===== src/rtl/chunked_add_sub.sv =====
// Multi-cycle WIDTH-bit adder/subtractor: resolves CHUNK bits per clock through a
// ripple chain of full-add cells, LSB chunk first, with the inter-chunk carry held in a register.
module chunked_add_sub #(
    parameter int WIDTH = 8,
    parameter int CHUNK = 2,
    localparam int NCHUNK = (CHUNK > 0) ? (WIDTH / CHUNK) : 1
) (
    input  logic             clk,
    input  logic             rst,
    input  logic             start,
    input  logic [WIDTH-1:0] A,
    input  logic [WIDTH-1:0] B,
    input  logic             cin,
    input  logic             sub,
    output logic             busy,
    output logic             done,
    output logic [WIDTH-1:0] sum,
    output logic             cout,
    output logic             ovf,
    output logic [1:0]       dbg_state
);

    localparam int KW = (NCHUNK > 1) ? $clog2(NCHUNK) : 1;

    generate
        if (WIDTH < 1 || CHUNK < 1 || CHUNK > WIDTH || (WIDTH % CHUNK) != 0) begin : g_bad_params
            $error("chunked_add_sub: WIDTH must be a positive multiple of CHUNK");
        end
    endgenerate

    typedef enum logic [1:0] {
        IDLE = 2'd0,
        RUN  = 2'd1,
        DONE = 2'd2
    } state_t;

    state_t           state;
    logic [WIDTH-1:0] a_reg;
    logic [WIDTH-1:0] b_reg;
    logic [WIDTH-1:0] work;
    logic             carry;
    logic [KW-1:0]    k;

    logic [31:0]      base;
    logic [CHUNK-1:0] a_slice;
    logic [CHUNK-1:0] b_slice;
    logic [CHUNK-1:0] s_slice;
    logic [CHUNK:0]   c_chain;
    logic [WIDTH-1:0] work_next;
    logic             last_chunk;

    // Full-add chain over the current chunk; c_chain[CHUNK-1] is the carry into the chunk's top bit,
    // which on the last chunk is the carry into the MSB needed for overflow.
    always_comb begin
        base       = 32'(k) * 32'(CHUNK);
        a_slice    = a_reg[base +: CHUNK];
        b_slice    = b_reg[base +: CHUNK];
        s_slice    = '0;
        c_chain    = '0;
        c_chain[0] = carry;
        for (int i = 0; i < CHUNK; i++) begin
            s_slice[i]   = a_slice[i] ^ b_slice[i] ^ c_chain[i];
            c_chain[i+1] = (a_slice[i] & b_slice[i]) | (c_chain[i] & (a_slice[i] ^ b_slice[i]));
        end
        work_next              = work;
        work_next[base +: CHUNK] = s_slice;
        last_chunk             = (k == KW'(NCHUNK - 1));
    end

    always_ff @(posedge clk) begin
        if (rst) begin
            state <= IDLE;
            busy  <= 1'b0;
            done  <= 1'b0;
            sum   <= '0;
            cout  <= 1'b0;
            ovf   <= 1'b0;
            k     <= '0;
            carry <= 1'b0;
            a_reg <= '0;
            b_reg <= '0;
            work  <= '0;
        end else begin
            done <= 1'b0;
            case (state)
                IDLE, DONE: begin
                    if (start) begin
                        // Subtraction is A + ~B + 1, so cin has no effect in sub mode.
                        a_reg <= A;
                        b_reg <= sub ? ~B : B;
                        carry <= sub ? 1'b1 : cin;
                        k     <= '0;
                        busy  <= 1'b1;
                        state <= RUN;
                    end else begin
                        busy  <= 1'b0;
                        state <= IDLE;
                    end
                end
                RUN: begin
                    work  <= work_next;
                    carry <= c_chain[CHUNK];
                    if (last_chunk) begin
                        sum   <= work_next;
                        cout  <= c_chain[CHUNK];
                        ovf   <= c_chain[CHUNK-1] ^ c_chain[CHUNK];
                        done  <= 1'b1;
                        busy  <= 1'b0;
                        k     <= '0;
                        state <= DONE;
                    end else begin
                        k <= k + 1'b1;
                    end
                end
                default: begin
                    busy  <= 1'b0;
                    state <= IDLE;
                end
            endcase
        end
    end

    assign dbg_state = state;

endmodule


===== config.mk =====
export PLATFORM = sky130hd
export DESIGN_NAME = chunked_add_sub
export DESIGN_NICKNAME = d
export VERILOG_FILES = /design/src/rtl/chunked_add_sub.sv
export SDC_FILE = /design/constraint.sdc
export NUM_CORES = 1
export LEC_CHECK = 0
export ABC_AREA = 1
export CORE_UTILIZATION = 45
export CTS_CLUSTER_DIAMETER = 40
export DETAILED_ROUTE_END_ITERATION = 12
export GPL_TIMING_DRIVEN = 0
export PLACE_DENSITY = 0.78
export SYNTH_ARGS = -nofsm -noshare
export SYNTH_HDL_FRONTEND = slang
export SYNTH_SLANG_ARGS = --single-unit

===== constraint.sdc =====
create_clock -name clk -period 2.4 [get_ports clk]
set_input_delay 0.36 -clock clk [delete_from_list [all_inputs] [get_ports clk]]
set_output_delay 0.36 -clock clk [all_outputs]
set_load 0.1 [all_outputs]

# Yosys cells after proc, flatten, opt, wreduce, memory -nomap -nowiden
# Index checks and enable logic that the tools add are counted.
# totals
in_bits	21
register_bits	41
elab_cells	57
# classes
n_eq_ne	5
reduce_logical	7
add_sub_neg	2
muxes	15
shifts	4
bitwise	13
# ops
operator	n
$neg 3->34	1
$shift 2x34->8 const A	1
$shiftx 2x34->8	1
$shiftx 8x4->2	2
$bwmux 8	1
$mux 8	1
$not 8->8	1
$pmux 2 s2	2
$mux 1	6
$mux 2	3
$reduce_and 2->1	3
$xor 1x1->1	5
$and 1x1->1	4
$eq 2x2->1 const B	2
$ne 2x2->1 const B	2
$pmux 1 s2	2
$reduce_or 2->1	2
$add 2x1->2 const B	1
$eq 2x1->1 const B	1
$logic_not 2->1	1
$or 1x1->1	2
$reduce_bool 2->1	1
$not 1->1	1

# Depth between registers and ports, before layout
# Gate-level depths: netlist of the first run.
# depth
word_depth	7
ltp_mapped	12

# Least setup slack after synthesis of the first run
# No wires, ideal clock.
# synth_path
kind	register to register
from	register k[0]
to	register sum[3]
period_less_slack_ns	2.448
path_stages_with_launch	13
n_path_buf	1
required_time_ns	2.344
t_arrival_ns	2.392
slack_ns	-0.048
cell_sequence	dfxtp_1 > buf_2 > clkinv_1 > o21ai_0 > o22ai_1 > fa_1 > fa_1 > inv_1 > nor2_1 > nand3_1 > nand3_1 > nand2_1 > inv_1
# synth_between
elab_chain_len	7
# synth_lines
item	line_no	text
start, declared	42	logic [KW-1:0] k;
start signal, assigned	112	k <= k + 1'b1;
$shiftx 8x4->2, on equally long branches	56, 57	
$xor 1x1->1	62, 63	
$and 1x1->1	63	c_chain[i+1] = (a_slice[i] & b_slice[i]) | (c_chain[i] & (a_slice[i] ^ b_slice[i]));
$or 1x1->1	63	
$xor 1x1->1	62	s_slice[i] = a_slice[i] ^ b_slice[i] ^ c_chain[i];
$shiftx 2x34->8	66	work_next[base +: CHUNK] = s_slice;
$bwmux 8	66	
end signal, assigned	104	sum <= work_next;
end, declared	17	output logic [WIDTH-1:0] sum,
# Parallel ways exist; a longest one is shown, timed or not.
# A chain may end at the register's enable or synchronous reset.

# Worst setup path after layout of the first run
# layout_path
from	register k[0]
to	register sum[7]
# The elaborated chain is that of the path after synthesis.

==> impl_results.md, run 1 <==
* Tcrit/Tclk final at 95.7%
* Clock buffer depth at 2
* Wirelength per Cell at 11.9 um
* Number of flops mapped to enable cells by yosys at 0
* LEAKAGE at 1.13 nW
* Required time worst endpoint at 2.64 ns
* First-pass detailed-route iteration total at 4
* # diodes at 0
* Seq/Total Area, Yosys at 41.3%
* Non-Filler Instances at 372
* Power, Total at 1.54 mW
* Share of cells above drive strength 1 at roughly an eighth
* GR Overflow Total at 0
* Antenna viol nets, final at 0
* Synth Net Count at 309
* Number of DRC markers in iteration 0 at between 150 and 200
* Num ports at 35
* MaxCap Viol Count at 0
* CP Launch Type: register
* Top cells by area, synth: dfxtp_1, nor2_1, nand2_1, inv_1, nand3_1
* VDD IR max at 0.299 mV
* Die span in x at approximately 68 um
* Status: finished clean
* Vias in the first global route at 1645
* H-Tree Depth at 2
* Pwr/cell area at 608 nW/um^2
* Setup TNS at 0 ns
* FP Rows at 23
* Reg2Reg Setup Slack at around 0.10 ns
* Placed wire-length estimate at ~3100 um
* Clock sinks at 41
* Syn Inst Count at 280
* Fin. max-slew vios at 0
* Unique cell type count in the Yosys netlist at 22
* Largest net degree at the start of global routing at 13
* DRT Wirelength at 4430 um
* CTS root buf: clkbuf_8
* DP Cell Count at 363
* Placer congestion estimate at 0.839
* First-pass GRT wire length at 7510 um
* Share of the synthesized area in the top cell type at 41.3%
* CTS clock-pin slew for the worst setup and hold paths at 0.08 ns
* Total GRT Usage at 22.2%
* TritonCTS clock tree: yes
* Worst-margin pin slew at between 0.9 and 1 ns
* Via count at 1812
* Core footprint at 4120 um^2
* Most frequent cell after synthesis: nor2_1
* Post-route DRC violation count at 0
* TritonCTS Buffers at 5
* Initial antenna violation count at 0
* Routed vias/inst at approximately 4.9
* Top_reg_cell synth: dfxtp_1
* Port buffer count at 33
* Final setup fails at 0
* Final Hold Vio Count at 0
* Initial core utilization at 48.3%
* RSZ-0062 raised after global routing: no
* Setup CP Type: register to register
* Latest clock arrival within the worst-skew pair at about 0.3 ns
* Final nets at ~350
* Die Area at 4690 um^2
* Crit Path Max Fanout at 10
* Slew headroom at 34.8%
* Skew final at 0.00760 ns
* Synth warn at 0
* Worst Path Arrival at 2.54 ns
* Min Tclk post-route at 2.30 ns
* Area growth syn-to-layout at 27.7%
* Synthesized area per cell at just over 7 um^2
* Ys async rst share at 0%
* Max Clock Freq at ~0.44 GHz
* Overall die height at between 60 and 70 um
* Synthesized area at roughly 2000 um^2
* Hold Crit Class: register to register
* Most frequent cells after synthesis: nor2_1, dfxtp_1, nand2_1
* Leading area contributor after synthesis: dfxtp_1
* Synthesized flop and latch total at 41
* CP Capture Type: register
==> logic make-up after synthesis <==
logic type / synth area share [%]
compound gates: 12.8
fa+ha+maj: 5.79
flops: 41.3
xor+xnor: 3.96
buf+inv: 11.1
simple gates: 25.0
==> layout make-up <==
cell class | instances | area [um^2]
buffer | 12 | 83.8
clock buffer | 5 | 68.8
clock inverter | 1 | 5.00
fill | 380 | 1580
inverter | 40 | 158
multi-input combinational | 187 | 985
sequential | 41 | 823
tap | 50 | 62.6
timing repair buffer | 36 | 353
==> power by group <==
part           switching (mW)  internal [mW]  total, mW
sequential             0.0257          0.724      0.750
clock                   0.229          0.191      0.421
combinational           0.214          0.158      0.372
total                   0.469           1.07       1.54
==> critical path, cell delays in order (launching register included) <==
cell     delay (ns)
dfxtp_2        0.34
buf_6          0.14
buf_6          0.14
o21ai_2        0.12
o22ai_2        0.12
fa_2           0.39
fa_1           0.54
inv_2          0.06
nor2_4         0.13
nand3_2        0.09
nand3_1        0.08
nand2_1        0.05
inv_1          0.04
==> cell usage in the layout (no fill, tap or decap), drive strengths merged <==
cell | Yosys | routed
ha | 6 | 6
xnor2 | 8 | 8
nor2 | 55 | 55
buf | 10 | 13
o21ai | 26 | 26
fa | 2 | 2
xor2 | 1 | 1
o22ai | 4 | 4
nand2 | 40 | 40
clkbuf | 2 | 7
dfxtp | 41 | 41
nand3 | 25 | 25
a21oi | 20 | 20
clkinv | 1 | 1
clkdlybuf4s50 | 0 | 33
inv | 39 | 40
==> metal layers <==
layer / GRT usage (%) / wire (um) / vias up
li1: - / - / 959
met1: 29.3 / 2120 / 801
met2: 34.9 / 2040 / 44
met3: 6.00 / 207 / 8
met4: 7.03 / 63 / 0
met5: 0 / 0 / -
==> through the flow <==
step	setup WS [ns]	instance area [um^2]	hold slack, ns	utilization, %
2_1_floorplan	0.0670	1990	0.444	-
4_1_cts	0.0129	2530	0.488	61.6
5_1_grt	0.00703	2540	0.514	61.7
6_report	0.104	2540	0.484	61.7
3_5_place_dp	-0.259	2380	0.470	57.9
3_3_place_gp	-0.225	2380	0.462	57.9
==> final timing paths <==
check	startpoint	endpoint	cells past startpoint
worst max-delay path	k[0]	sum[7]	12
worst min register to register	a_reg[5]	a_reg[5]	2
worst max register to register	k[0]	sum[7]	12
worst min-delay path	a_reg[5]	a_reg[5]	2
==> timing repair <==
action | in CTS | in global routing
buffers inserted | 3 | 0
hold buffers | 0 | 0
endpoints found under the setup margin | 9 | 8
pin swaps | 5 | 3
resized for setup | 19 | 4
cloned | 0 | 0
Note: power is estimated with default switching activity, not from simulation.
==> run 2: changes to the inputs <==
PLACE_DENSITY = 0.82   (was 0.78)
==> run 2 against run 1 <==
Sequential power grew 0.8%. Die area is the same. Worst setup slack gained 0.00097 ns. Critical path depth shrank 2. Combinational power grew 1%. Global-route usage shrank 0.61 points. Final cell count grew 0.81%. Register-to-register slack is essentially flat. First-iteration DRC count grew 16%. Via count grew 4.3%. Sequential share of layout area shrank 0.84 points.
==> impl_results.md, run 2 (same netlist as run 1, synthesis figures left out) <==
* Status: finished clean
* Worst-margin pin slew at 0.997 ns (+0.0228 ns)
* Pwr/cell area at 690 nW/um^2 (+14%)
* Required time worst endpoint at 2.60 ns (-0.04 ns)
* First-pass GRT wire length at 7440 um (-0.92%)
* Final Hold Vio Count at 0 (unchanged)
* TritonCTS clock tree: yes
* CP Launch Type: register
* Tcrit/Tclk final at 95.6% (about the same)
* MaxCap Viol Count at 0 (unchanged)
* Crit Path Max Fanout at 9 (-1)
* Most frequent cells in the layout: nor2_1, dfxtp_1, nand2_1
* H-Tree Depth at 2 (unchanged)
* Via count at 1890 (+4.3%)
* Vias in the first global route at 1687 (+2.6%)
* Overall die height at 68.5 um (unchanged)
* Placed wire-length estimate at 3030 um (-0.75%)
* Non-Filler Instances at 375 (+0.81%)
* LEAKAGE at 1.16 nW (+2.8%)
* Num ports at 35 (unchanged)
* Final worst slack at 0.104 ns (+0.000973 ns)
* Die Area at 4690 um^2 (unchanged)
* Slowest cell on crit path: fa_1
* Hold path startpoint: sub
* Die span in x at 68.5 um (unchanged)
* First-pass detailed-route iteration total at 4 (unchanged)
* Min Tclk post-route at 2.30 ns (-0.000973 ns)
* Worst Path Arrival at 2.50 ns (-0.04 ns)
* Wirelength per Cell at 12.3 um (+3.5%)
* Crit path cell chain: clkinvlp_4 -> o21ai_1 -> o22ai_1 -> fa_2 -> fa_1 -> buf_4 -> nand3_1 -> nand3_1 -> nand2_1 -> inv_1
* Initial antenna violation count at 0 (unchanged)
* Most common cell after layout, fill and taps aside: nor2_1
* CTS root buf: clkbuf_8
* Power, Total at 1.80 mW (+17%)
* Largest net degree at the start of global routing at 14 (+1)
* Fin. max-slew vios at 0 (unchanged)
* Setup CP Type: register to register
* Port buffer count at 33 (unchanged)
* Skew final at 0.00787 ns (+0.000270 ns)
* Antenna viol nets, final at 0 (unchanged)
* CP Capture Type: register
* Footprint of the multi-input gates at 985 um^2 (unchanged)
* FP Rows at 23 (unchanged)
* Share of cells above drive strength 1 at 12.9% (+1.1 points)
* Pre-CTS WS at -0.250 ns (+0.00984 ns)
* TritonCTS Buffers at 5 (unchanged)
* WHS at 0.487 ns (+0.00221 ns)
* # diodes at 0 (unchanged)
* DRT Wirelength at 4620 um (+4.3%)
* Final setup fails at 0 (unchanged)
* Most common cell on crit path: nand3_1
* Max Clock Freq at 0.436 GHz (about the same)
* VDD IR max at 0.348 mV (+16%)
* CTS clock-pin slew for the worst setup and hold paths at 0.08 ns (about the same)
* Hold-fix buffers, CTS at 0 (unchanged)
* Routed vias/inst at 5.04 (+3.5%)
* GR Overflow Total at 0 (unchanged)
* Clock sinks at 41 (unchanged)
* # fillers at 356 (-6.3%)
* Total GRT Usage at 21.6% (-0.61 points)
* Critical R2R Launch: k[1]
* Core footprint at 4120 um^2 (unchanged)
* Register Area at 823 um^2 (unchanged)
* Initial core utilization at 48.3% (unchanged)
* Post-route DRC violation count at 0 (unchanged)
* Final nets at 353 (+0.28%)
* Area growth syn-to-layout at 31.1%
* Placer congestion estimate at 0.871 (+3.8%)
* Slew headroom at 33.3% (-1.5 points)
* Largest stage delay on the critical path at 0.50 ns (-0.04 ns)
* Hold Crit Class: primary input to register
* Clock buffer depth at 2 (unchanged)
* Latest clock arrival within the worst-skew pair at 0.30 ns (about the same)
* DP Cell Count at 363 (unchanged)
* Crit path launch: k[1]
* Number of DRC markers in iteration 0 at 210 (+16%)
==> run 2: changes by cell type in the layout (fill, tap and decap cells not counted) <==
cell and delta:
nor2_2 +1, nor2_1 -1, buf_4 +2, buf_6 -1, bufinv_16 +2, nand2_2 -1
clkinvlp_4 +1, inv_1 -1, nand2_1 +1
==> run 2: cell type report <==
class | instances | share of cell area (%)
clock buffers | 5 | 2.64
clock inverters | 3 | 2.50
well taps | 50 | 2.40
flip-flops and latches | 41 | 31.6
repair buffers | 38 | 14.1
multi-input cells | 187 | 37.8
plain buffers | 11 | 2.78
inverters | 40 | 6.19
==> run 2: metal layers <==
metal / wire length, um / up-vias / share of wire (%) / global-route usage, %
met1: 2120 / 846 / 46 / 28.5
met3: 324 / 10 / 7.0 / 6.33
li1: - / 966 / - / -
met5: 0 / - / 0 / 0
met2: 2100 / 68 / 45 / 32.7
met4: 80 / 0 / 1.7 / 8.85
==> run 2: report_power, final <==
| group | internal [mW] | switching, mW | total, mW |
|---|---|---|---|
| sequential | 0.724 | 0.0321 | 0.756 |
| clock | 0.413 | 0.253 | 0.666 |
| combinational | 0.160 | 0.217 | 0.377 |
| total | 1.30 | 0.502 | 1.80 |
==> run 2: critical path, delay by kind of cell (launching register included) <==
family | cells | cell delay [ns]
AO/OA/AOI/OAI | 2 | 0.21
adder cells (fa/ha/maj) | 2 | 0.86
buffers and inverters | 3 | 0.38
flip-flops | 1 | 0.47
AND/OR/NAND/NOR | 3 | 0.28
==> run 2: stage by stage <==
step / cell area [um^2] / TNS, ns / util, %
floorplan: 1990 / 0 / -
detailed placement: 2380 / -1.47 / 57.9
finish: 2610 / 0 / 63.3
CTS: 2570 / 0 / 62.4
global placement: 2380 / -1.28 / 57.9
global route: 2610 / -0.000937 / 63.3
==> run 2: repair_timing <==
item | CTS | global route
setup endpoints to repair | 9 | 8
pin swaps | 5 | 4
buffers inserted | 3 | 2
resized for setup | 12 | 11
==> run 2: worst paths after layout <==
kind                                 end  slack [ns]  depth (start not counted)
worst max-delay path              sum[1]        0.10                         10
worst min-delay path            b_reg[0]        0.49                          3
worst max register to register    sum[1]        0.10                         10
worst min register to register      busy        0.49                          2
==> run 3: changes to the inputs <==
CORE_MARGIN = 3   (was not set)
==> run 3 against run 2 <==
Via count rose by 1.1%. Largest power group unchanged. Flip-flop and latch count did not move. Utilization barely moved. Highest routed layer unchanged. Sequential power fell by 1%. Non-clock buffer count rose by 6. First-iteration DRC count fell by 13%. Clock skew fell by 0.00094 ns. Worst setup slack improved by 0.0098 ns. Critical path depth rose by 2. Clock power fell by 13%.
==> impl_results.md, run 3 (same netlist as run 1, synthesis figures left out) <==
* Area growth syn-to-layout at 32.0%
* Clock sinks at 41 (unchanged)
* CP Launch Type: register
* DRT Wirelength at 4680 um (+1.3%)
* Largest net degree at the start of global routing at 13 (-1)
* WHS at 0.494 ns (+0.00735 ns)
* Final worst slack at 0.114 ns (+0.00978 ns)
* Design area at 2630 um^2 (+0.72%)
* Met1 global-route usage at 26.8% (-1.7 points)
* First-pass detailed-route iteration total at 4 (unchanged)
* Skew final at 0.00693 ns (-0.000937 ns)
* Die Area at 5250 um^2 (+12%)
* H-Tree Depth at 2 (unchanged)
* Number of DRC markers in iteration 0 at 182 (-13%)
* Antenna viol nets, final at 0 (unchanged)
* Worst-margin pin slew at 0.968 ns (-0.0289 ns)
* Most common cell after layout, fill and taps aside: nor2_1
* Min Tclk post-route at 2.29 ns (-0.00978 ns)
* RSZ-0062 raised after global routing: no
* Placed cell area at 2380 um^2 (unchanged)
* Overall die height at 72.5 um (+5.8%)
* Port buffer count at 33 (unchanged)
* Max Clock Freq at 0.437 GHz (+0.43%)
* Register Area at 828 um^2 (+0.61%)
* Footprint of the multi-input gates at 966 um^2 (-1.9%)
* Post-route DRC violation count at 0 (unchanged)
* Hold Crit Class: register to register
* Status: finished clean
* Clock buffer depth at 2 (unchanged)
* DP Cell Count at 363 (unchanged)
* Placed wire-length estimate at 3100 um (+2.1%)
* VDD IR max at 0.373 mV (+7.3%)
* Vias in the first global route at 1760 (+4.3%)
* Non-Filler Instances at 381 (+1.6%)
* Reg2Reg Setup Slack at 0.11 ns (about the same)
* Latest clock arrival within the worst-skew pair at 0.30 ns (about the same)
* Pre-CTS WS at -0.254 ns (-0.00463 ns)
* CTS root buf: clkbuf_8
* Num ports at 35 (unchanged)
* Worst setup endpoint: sum[7]
* LEAKAGE at 1.18 nW (+1.8%)
* R2R Path End: sum[7]
* Via count at 1911 (+1.1%)
* Total GRT Usage at 19.3% (-2.3 points)
* Core footprint at 4140 um^2 (+0.70%)
* Final nets at 359 (+1.7%)
* # diodes at 0 (unchanged)
* Most frequent cells in the layout: nor2_1, dfxtp_1, nand2_1
* Critical R2R Launch: k[0]
* Initial core utilization at 48.0% (-0.34 points)
* Crit path launch: k[0]
* Final Hold Vio Count at 0 (unchanged)
* TritonCTS Buffers at 5 (unchanged)
* GRT busiest layer: met2
* Slew headroom at 35.2% (+1.9 points)
* Initial antenna violation count at 0 (unchanged)
* CP Capture Type: register
* Share of cells above drive strength 1 at 12.4% (-0.54 points)
* CTS clock-pin slew for the worst setup and hold paths at 0.08 ns (about the same)
* Die span in x at 72.5 um (+5.8%)
* MaxCap Viol Count at 0 (unchanged)
* Pwr/cell area at 654 nW/um^2 (-5.2%)
* Placer congestion estimate at 0.822 (-5.6%)
* Tcrit/Tclk final at 95.2% (-0.41 points)
* Hold path cells at 2 (-1)
* First-pass GRT wire length at 8050 um (+8.3%)
* GR Util met2 at 28.2% (-4.5 points)
* Wirelength per Cell at 12.3 um (-0.30%)
* Required time worst endpoint at 2.65 ns (+0.05 ns)
* FP Rows at 23 (unchanged)
* Crit Path Max Fanout at 7 (-2)
* GR Overflow Total at 0 (unchanged)
* Routed vias/inst at 5.02 (-0.48%)
* Setup CP Type: register to register
* Fin. max-slew vios at 0 (unchanged)
* # fillers at 360 (+1.1%)
* Final setup fails at 0 (unchanged)
* TritonCTS clock tree: yes
* R2R cell count at 12 (+2)
* Worst Path Arrival at 2.53 ns (+0.03 ns)
* Met3 Use GR at 5.68% (-0.65 points)
[run 3: changes by cell type in the layout (fill, tap and decap cells not counted), sizes merged]
cell,change
inv,-1
clkbuf,+2
bufinv,-1
buf,+6
[run 3: cell type report]
| type | count | area share (%) |
|---|---|---|
| Buffer | 12 | 3.34 |
| Sequential cell | 41 | 31.6 |
| Timing Repair Buffer | 43 | 15.4 |
| Clock buffer | 7 | 3.29 |
| Inverter | 40 | 6.05 |
| Multi-Input combinational cell | 187 | 36.8 |
| Tap cell | 50 | 2.38 |
| Clock inverter | 1 | 1.14 |
[run 3: worst max-delay path, stage by stage, from the launching register on]
cell	delay (ns)
dfxtp_4	0.35
buf_6	0.12
buf_8	0.13
o21ai_2	0.14
o22ai_2	0.11
fa_2	0.38
fa_1	0.51
inv_1	0.07
nor2_4	0.13
nand3_1	0.10
nand3_1	0.08
nand2_1	0.05
inv_1	0.05
[run 3: per-layer routing]
| metal | vias up | wire length, um | part of all wire (%) |
|---|---|---|---|
| li1 | 973 | - | - |
| met3 | 12 | 358 | 7.6 |
| met1 | 861 | 2110 | 45 |
| met5 | - | 0 | 0 |
| met2 | 65 | 2110 | 45 |
| met4 | 0 | 103 | 2.2 |
[run 3: where the power goes]
| part | switching, mW | internal, mW | total (mW) |
|---|---|---|---|
| logic | 0.218 | 0.170 | 0.388 |
| clock network | 0.242 | 0.339 | 0.581 |
| registers | 0.0254 | 0.723 | 0.748 |
[run 3: through the flow]
step                total power [mW]  util, %   TNS, ns
floorplan                      0.989        -         0
global placement                1.07     57.5     -1.17
detailed placement              1.08     57.5     -1.46
CTS                             1.69     62.5  -0.00473
global route                    1.80     63.3         0
finish                          1.72     63.3         0
[run 3: how the worst min path moves through the flow]
stage	slack, ns	startpoint	end
CTS	0.49	a_reg[7]	a_reg[7]
global route	0.53	a_reg[3]	a_reg[3]
finish	0.49	a_reg[7]	a_reg[7]
global placement	0.46	a_reg[7]	a_reg[7]
floorplan	0.44	rst	done
detailed placement	0.47	a_reg[4]	a_reg[4]
[run 3: timing repair]
item | 4_1_cts | 5_1_grt
endpoints found under the setup margin | 9 | 6
buffers inserted | 7 | 3
hold buffers | 0 | 0
resized for setup | 15 | 4
pin swaps | 6 | 2
